[src/rtl/mem_arb_pkg.sv]
// Shared types and constants for the unified memory arbiter.
// The state encoding, the NOP word returned on a timed-out transfer and
// the default bus widths live here so every arbiter file agrees on them.
package mem_arb_pkg;

  localparam int ADDR_W_DEF = 32;
  localparam int DATA_W_DEF = 32;

  // addi x0, x0, 0 : what a stalled fetch sees when the memory never answers
  localparam logic [31:0] NOP_INSTR = 32'h0000_0013;

  typedef enum logic [1:0] {
    IDLE   = 2'd0,
    BUSY_I = 2'd1,
    BUSY_D = 2'd2
  } arb_state_e;

endpackage

[src/rtl/mem_arb_watchdog.sv]
// Memory wait watchdog for the unified arbiter (built only with ARB_TIMEOUT_EN).
// Counts BUSY cycles in which the memory has not answered; expire rises in the
// BUSY cycle that would bring the count to TIMEOUT, so the FSM can leave BUSY
// on that same edge.
module mem_arb_watchdog
  import mem_arb_pkg::*;
#(
  parameter int TIMEOUT = 255
) (
  input  logic clk,
  input  logic rst,
  input  logic start,
  input  logic busy,
  input  logic m_ready,
  output logic expire
);

  localparam logic [7:0] LastCount = 8'(TIMEOUT - 1);

  logic [7:0] count_q;
  logic [7:0] count_d;

  // Clear on every new grant, count each unanswered BUSY cycle, never wrap
  always_comb begin
    count_d = count_q;
    if (start) begin
      count_d = 8'd0;
    end else if (busy && !m_ready && (count_q != 8'hFF)) begin
      count_d = count_q + 8'd1;
    end
  end

  // Wait counter register
  always_ff @(posedge clk or posedge rst) begin
    if (rst) begin
      count_q <= 8'd0;
    end else begin
      count_q <= count_d;
    end
  end

  assign expire = busy & ~m_ready & (count_q == LastCount);

endmodule

[src/rtl/unified_mem_arbiter.sv]
// Arbiter sharing one single-port memory between instruction fetch and the
// data stage. One requester is granted at a time; its address/data are
// registered onto the memory bus and a one-cycle ack with registered read
// data is returned once the memory reports ready.
// Optional feature: define ARB_TIMEOUT_EN to abandon transfers the memory
// never answers (ack with a NOP word plus an err pulse).
module unified_mem_arbiter
  import mem_arb_pkg::*;
#(
  parameter int ADDR_W       = ADDR_W_DEF,
  parameter int DATA_W       = DATA_W_DEF,
  parameter int MAX_D_STREAK = 4,
  parameter int TIMEOUT      = 255
) (
  input  logic              clk,
  input  logic              rst,
  input  logic              i_req,
  input  logic [ADDR_W-1:0] i_addr,
  output logic              i_ack,
  output logic [DATA_W-1:0] i_rdata,
  input  logic              d_req,
  input  logic              d_we,
  input  logic [ADDR_W-1:0] d_addr,
  input  logic [DATA_W-1:0] d_wdata,
  output logic              d_ack,
  output logic [DATA_W-1:0] d_rdata,
  output logic              m_req,
  output logic              m_we,
  output logic [ADDR_W-1:0] m_addr,
  output logic [DATA_W-1:0] m_wdata,
  input  logic [DATA_W-1:0] m_rdata,
  input  logic              m_ready,
  output logic              err
);

  localparam logic [3:0]        MaxStreak = 4'(MAX_D_STREAK);
  localparam logic [DATA_W-1:0] NopWord   = DATA_W'(NOP_INSTR);

  arb_state_e        state_q;
  logic [3:0]        streak_q;
  logic [3:0]        streak_d;
  logic              i_ack_q;
  logic              d_ack_q;
  logic              err_q;
  logic              m_req_q;
  logic              m_we_q;
  logic [ADDR_W-1:0] m_addr_q;
  logic [DATA_W-1:0] m_wdata_q;
  logic [DATA_W-1:0] i_rdata_q;
  logic [DATA_W-1:0] d_rdata_q;

  logic iEligible;
  logic dEligible;
  logic grantI;
  logic grantD;
  logic expire;

  // A requester whose ack is high this cycle still shows its old req, so it is ignored
  assign iEligible = i_req & ~i_ack_q;
  assign dEligible = d_req & ~d_ack_q;

  // Data wins by default; fetch wins when alone or when data has used up its streak
  always_comb begin
    grantI   = 1'b0;
    grantD   = 1'b0;
    streak_d = streak_q;
    if (state_q == IDLE) begin
      if (dEligible && !(iEligible && (streak_q == MaxStreak))) begin
        grantD = 1'b1;
      end else if (iEligible) begin
        grantI = 1'b1;
      end
    end
    if (grantI) begin
      streak_d = 4'd0;
    end else if (grantD && iEligible && (streak_q != MaxStreak)) begin
      streak_d = streak_q + 4'd1;
    end
  end

`ifdef ARB_TIMEOUT_EN
  logic wdStart;
  logic wdBusy;

  assign wdStart = grantI | grantD;
  assign wdBusy  = (state_q != IDLE);

  mem_arb_watchdog #(
    .TIMEOUT(TIMEOUT)
  ) uWatchdog (
    .clk    (clk),
    .rst    (rst),
    .start  (wdStart),
    .busy   (wdBusy),
    .m_ready(m_ready),
    .expire (expire)
  );
`else
  // No watchdog in this build: the arbiter waits for the memory indefinitely
  assign expire = (TIMEOUT < 0);
`endif

  // Arbitration FSM with registered memory-side and requester-side outputs
  always_ff @(posedge clk or posedge rst) begin
    if (rst) begin
      state_q   <= IDLE;
      streak_q  <= 4'd0;
      i_ack_q   <= 1'b0;
      d_ack_q   <= 1'b0;
      err_q     <= 1'b0;
      m_req_q   <= 1'b0;
      m_we_q    <= 1'b0;
      m_addr_q  <= '0;
      m_wdata_q <= '0;
      i_rdata_q <= '0;
      d_rdata_q <= '0;
    end else begin
      i_ack_q  <= 1'b0;
      d_ack_q  <= 1'b0;
      err_q    <= 1'b0;
      streak_q <= streak_d;
      case (state_q)
        IDLE: begin
          if (grantD) begin
            m_addr_q  <= d_addr;
            m_we_q    <= d_we;
            m_wdata_q <= d_wdata;
            m_req_q   <= 1'b1;
            state_q   <= BUSY_D;
          end else if (grantI) begin
            m_addr_q <= i_addr;
            m_we_q   <= 1'b0;
            m_req_q  <= 1'b1;
            state_q  <= BUSY_I;
          end
        end
        BUSY_I: begin
          if (m_ready) begin
            i_rdata_q <= m_rdata;
            i_ack_q   <= 1'b1;
            m_req_q   <= 1'b0;
            state_q   <= IDLE;
          end else if (expire) begin
            i_rdata_q <= NopWord;
            i_ack_q   <= 1'b1;
            err_q     <= 1'b1;
            m_req_q   <= 1'b0;
            state_q   <= IDLE;
          end
        end
        BUSY_D: begin
          if (m_ready) begin
            if (!m_we_q) begin
              d_rdata_q <= m_rdata;
            end
            d_ack_q <= 1'b1;
            m_req_q <= 1'b0;
            m_we_q  <= 1'b0;
            state_q <= IDLE;
          end else if (expire) begin
            d_rdata_q <= NopWord;
            d_ack_q   <= 1'b1;
            err_q     <= 1'b1;
            m_req_q   <= 1'b0;
            m_we_q    <= 1'b0;
            state_q   <= IDLE;
          end
        end
        default: begin
          m_req_q <= 1'b0;
          m_we_q  <= 1'b0;
          state_q <= IDLE;
        end
      endcase
    end
  end

  assign i_ack   = i_ack_q;
  assign d_ack   = d_ack_q;
  assign err     = err_q;
  assign m_req   = m_req_q;
  assign m_we    = m_we_q;
  assign m_addr  = m_addr_q;
  assign m_wdata = m_wdata_q;
  assign i_rdata = i_rdata_q;
  assign d_rdata = d_rdata_q;

endmodule

[config.mk]
export PLATFORM = sky130hd
export DESIGN_NAME = unified_mem_arbiter
export DESIGN_NICKNAME = d
export VERILOG_FILES = /design/src/rtl/mem_arb_pkg.sv /design/src/rtl/mem_arb_watchdog.sv /design/src/rtl/unified_mem_arbiter.sv
export SDC_FILE = /design/constraint.sdc
export NUM_CORES = 1
export LEC_CHECK = 0
export BUFFER_PORTS_ARGS = -buffer_cell sky130_fd_sc_hd__buf_4
export CAP_MARGIN = 20
export CORE_ASPECT_RATIO = 1.25
export CORE_UTILIZATION = 50
export DETAILED_ROUTE_END_ITERATION = 10
export GPL_TIMING_DRIVEN = 1
export PLACE_DENSITY_LB_ADDON = 0.12
export SETUP_SLACK_MARGIN = 0.1
export SYNTH_ARGS = -nofsm -noshare
export SYNTH_HDL_FRONTEND = slang
export SYNTH_SLANG_ARGS = --single-unit
[constraint.sdc]
create_clock -name clk -period 9.3 [get_ports clk]
set_clock_uncertainty 0.1 [all_clocks]
set_input_delay 1.86 -clock clk [delete_from_list [all_inputs] [get_ports clk]]
set_output_delay 1.86 -clock clk [all_outputs]
set_load 0.02 [all_outputs]
==> out/summary.log <==
qor: pwr.power.net_switching 1.174 mW
qor: sta.finalMaxSlewViolations 0
qor: floorplanning.chipWidth 97.64 um
qor: worst_setup_path.timing.critical_path.max_delay_family buffers and inverters
qor: synth.yosysUniqueCellTypes 34
qor: drt.routed_wire_length_per_instance 16.19 um
qor: cts.worst_skew_pair.late_latency 0.41 ns
qor: sta.setup_tns 0 ns
qor: drt.antenna_violating_nets_post_route 0
qor: drt.vias 4421
qor: sta.grt_setup_unrepaired no
qor: cts.ctsRootBufferMaster clkbuf_16
qor: floorplanning.pin_count 267
qor: finish.area_delta_synth_final 48.00%
qor: placed_design.number_of_buffers_added_on_ports 265
qor: sta.worst_hold_slack 0.3976 ns
qor: worst_setup_path.cp_endpoint_kind flop
qor: worst_setup_path.cp_num_buf_inv 2
qor: floorplanning.dieArea 0.01187 mm2
qor: floorplanning.initial_util 51.33%
qor: grt.grt_first_pass_wirelength 21820 um
qor: sta.final-setup-viol-count 0
qor: floorplanning.core_area 0.01114 mm2
qor: worst_setup_path.timing.critical_path.fanout_max 64
qor: min_path.min-delay-path-class reg -> reg
qor: synth.postSynthAreaPerCell 12.96 um2
qor: sta.hold_violations 0
qor: synth.synthesis.instances 441
qor: sta.fin_crit 3.171 ns
qor: sta.period_share 34.09%
qor: floorplanning.die_height 121.6 um
qor: sta.tightestPinTransition 0.7232 ns
qor: pwr.fraction_of_power_consumed_by_combinational_cells 45.3%
qor: pwr.sequentialPowerShare 33.3%
qor: grt.grt_overflow_total 0
qor: synth.post_synth_instance_area 0.005717 mm2
qor: finish.share_of_layout_cells_above_drive_strength_1 55.60%
qor: cts.tritoncts.num_buffers 17
qor: drt.wirelength 13890 um
qor: pwr.cellLeakagePower 4.412 nW
qor: sta.final.setup.worst_slack 6.129 ns
qor: synth.ys_async_sr_fraction 100.0%
qor: finish.final_area 0.008461 mm2
qor: synth.synth_edf_count 0
qor: pwr.ir_drop 0.2065 mV
qor: synth.synth_seq_area_share 60.41%
qor: sta.max_clock_freq 315.4 MHz
qor: cts.cts-htree-levels 4
qor: worst_setup_path.critPathSlowestCell buf_4
qor: worst_setup_path.worstSetupStartpointType input port
qor: grt.number_of_global_route_vias_before_repair 4486
qor: placed_design.detailed_place.area 0.007823 mm2
qor: finish.num_antenna_cells 0
qor: cts.max-clock-path-buffers 2
qor: placed_design.dpl_worst_slack 5.726 ns
qor: pwr.power_frac_clock 21.5%
qor: floorplanning.rows 43
qor: drt.drt-initial-drc-count 319
qor: worst_setup_path.critical_path_arrival 3.36 ns
qor: placed_design.place_hpwl 9886 um
qor: cts.cts_repair_resize_count 0
qor: cts.clk_pin_slew_worst_paths 0.06 ns
qor: drt.drt-vias-per-instance 5.153
qor: worst_setup_path.worst_path_largest_cell_delay 0.59 ns
qor: cts.clock_tree_from_tritoncts done
qor: worst_setup_path.worst_path_most_repeated_cell buf_4
qor: sta.slew_limit_headroom 51.79%
qor: placed_design.routabilityCongestion 0.7715
qor: finish.final_core_utilization 75.97%
qor: grt.grt_antenna_before_repair 0
qor: synth.synthFlopType dfrtp_1
qor: synth.synth_nets 580
qor: pwr.power_density 378.3 mW/mm2
qor: grt.overall_routing_resource_usage 23.86%
qor: status.result_of_the_run finished with violations
qor: status.failed_checks DRC
qor: pwr.switching_share 36.68%
qor: drt.drc 43
qor: grt.grt_max_degree 81
qor: worst_setup_path.timing.critical_path.required 9.49 ns
qor: cts.cts.repair_timing.setup_buffer_count 0
qor: synth.yosys_register_bits 138
qor: synth.yosys_warning_count 0
qor: run.maxCapViolCount 0
qor: finish.design.final.nets 849
qor: cts.cts_hold_buf 0
qor: pwr.power_report.internal_total 2.026 mW
qor: worst_setup_path.setup.worst_path.class in -> reg
qor: drt.detailed_routing_iterations_pass_1 11
qor: cts.tritoncts_sinks 138
qor: worst_setup_path.worstPathCellList buf_4 > and2b_1 > a21oi_4 > buf_4 > mux2_2
[layout by cell type, fill, tap and decap left out, types with 3 or more instances in the layout]
master	n
dfrtp_1	138
mux2_2	94
nand3b_1	3
mux2_1	3
clkbuf_16	17
ha_1	5
nand2b_1	3
inv_6	3
inv_1	103
o21ai_0	4
nor2b_1	4
clkinvlp_4	6
nand2_1	6
buf_4	270
a222oi_1	32
bufinv_16	3
[power by group through the flow]
stage	clock [mW]	combinational, mW	sequential, mW
final	0.687	1.45	1.06
after CTS	0.699	1.46	1.06
after detailed placement	0	1.45	1.07
after global routing	0.728	1.53	1.10
after global placement	0	1.41	1.06
after floorplan	0	0.481	1.41
[metal layers]
layer	track usage [%]	vias up	part of all wire (%)
met5	0	-	0
met4	10.51	0	2.7
met3	6.999	27	7.7
met2	41.36	199	51
met1	27.60	2169	38
li1	-	2026	-
[synth_stat cells, types with 2 or more instances]
library cell	count	area (um2)
mux2_2	94	1059
a21oi_1	3	15.01
buf_6	3	33.78
ha_1	5	62.56
o22ai_1	2	12.51
nand2_1	6	22.52
and3b_1	2	17.52
nand3b_1	3	22.52
nand3_1	2	10.01
a222oi_1	32	320.3
dfrtp_1	138	3453
clkbuf_1	8	30.03
mux2_1	3	33.78
nor2b_1	4	25.02
buf_1	3	11.26
buf_2	7	35.03
inv_1	104	390.4
nand2b_1	3	18.77
o21ai_0	4	20.02
[worst register-to-register path, delay by kind of cell, from the launching register on]
kind	cells	cell delay, ns
AOI/OAI and AO/OA	1	0.15
and+or+nand+nor	1	0.21
DFF	1	0.40
buffers and inverters	2	0.70
adders and majority gates	1	0.37
muxes	1	0.45
[final cells by class]
cell class	instances	area (um2)
fillers	735	2676
clock buffers	18	439.2
repair buffers	272	2069
clock inverters	14	171.4
flip-flops and latches	138	3453
well taps	135	168.9
multi-input cells	177	1763
inverters	104	395.4
[cells by family (layout without fill, tap and decap cells)]
family,after synthesis,after routing,synth area share [%]
buf+inv,126,408,8.886
simple gates,24,24,2.583
mux,98,98,19.28
fa+ha+maj,5,5,1.094
flops,138,138,60.41
compound gates,49,49,7.682
other cells,1,1,0.06560
[per-stage QoR]
| stage | instances | total power [mW] |
|---|---|---|
| after global placement | 824 | 2.470 |
| final | 858 | 3.200 |
| after detailed placement | 825 | 2.525 |
| after CTS | 857 | 3.221 |
| after global routing | 858 | 3.362 |
| after floorplan | 441 | 1.890 |
[flip-flops by register name, indices dropped and copies added (netlist names)]
signal	count
d_rdata	32
i_rdata	32
m_addr	32
m_wdata	32
streak_q	4
state_q	2
d_ack	1
i_ack	1
m_req	1
m_we	1
[worst paths after layout]
check                                start           to  slack (ns)  depth (start not counted)
worst min register to register       m_req        m_req        0.40                          1
worst min-delay path                 m_req        m_req        0.40                          1
max in group asynchronous              rst   state_q[1]        6.74                          4
worst max register to register  state_q[0]  m_wdata[14]        6.81                          6
worst max-delay path                 i_req  m_wdata[14]        6.13                          5
min in group asynchronous              rst  i_rdata[27]        1.40                          2
Note: power is estimated with default switching activity, not from simulation.
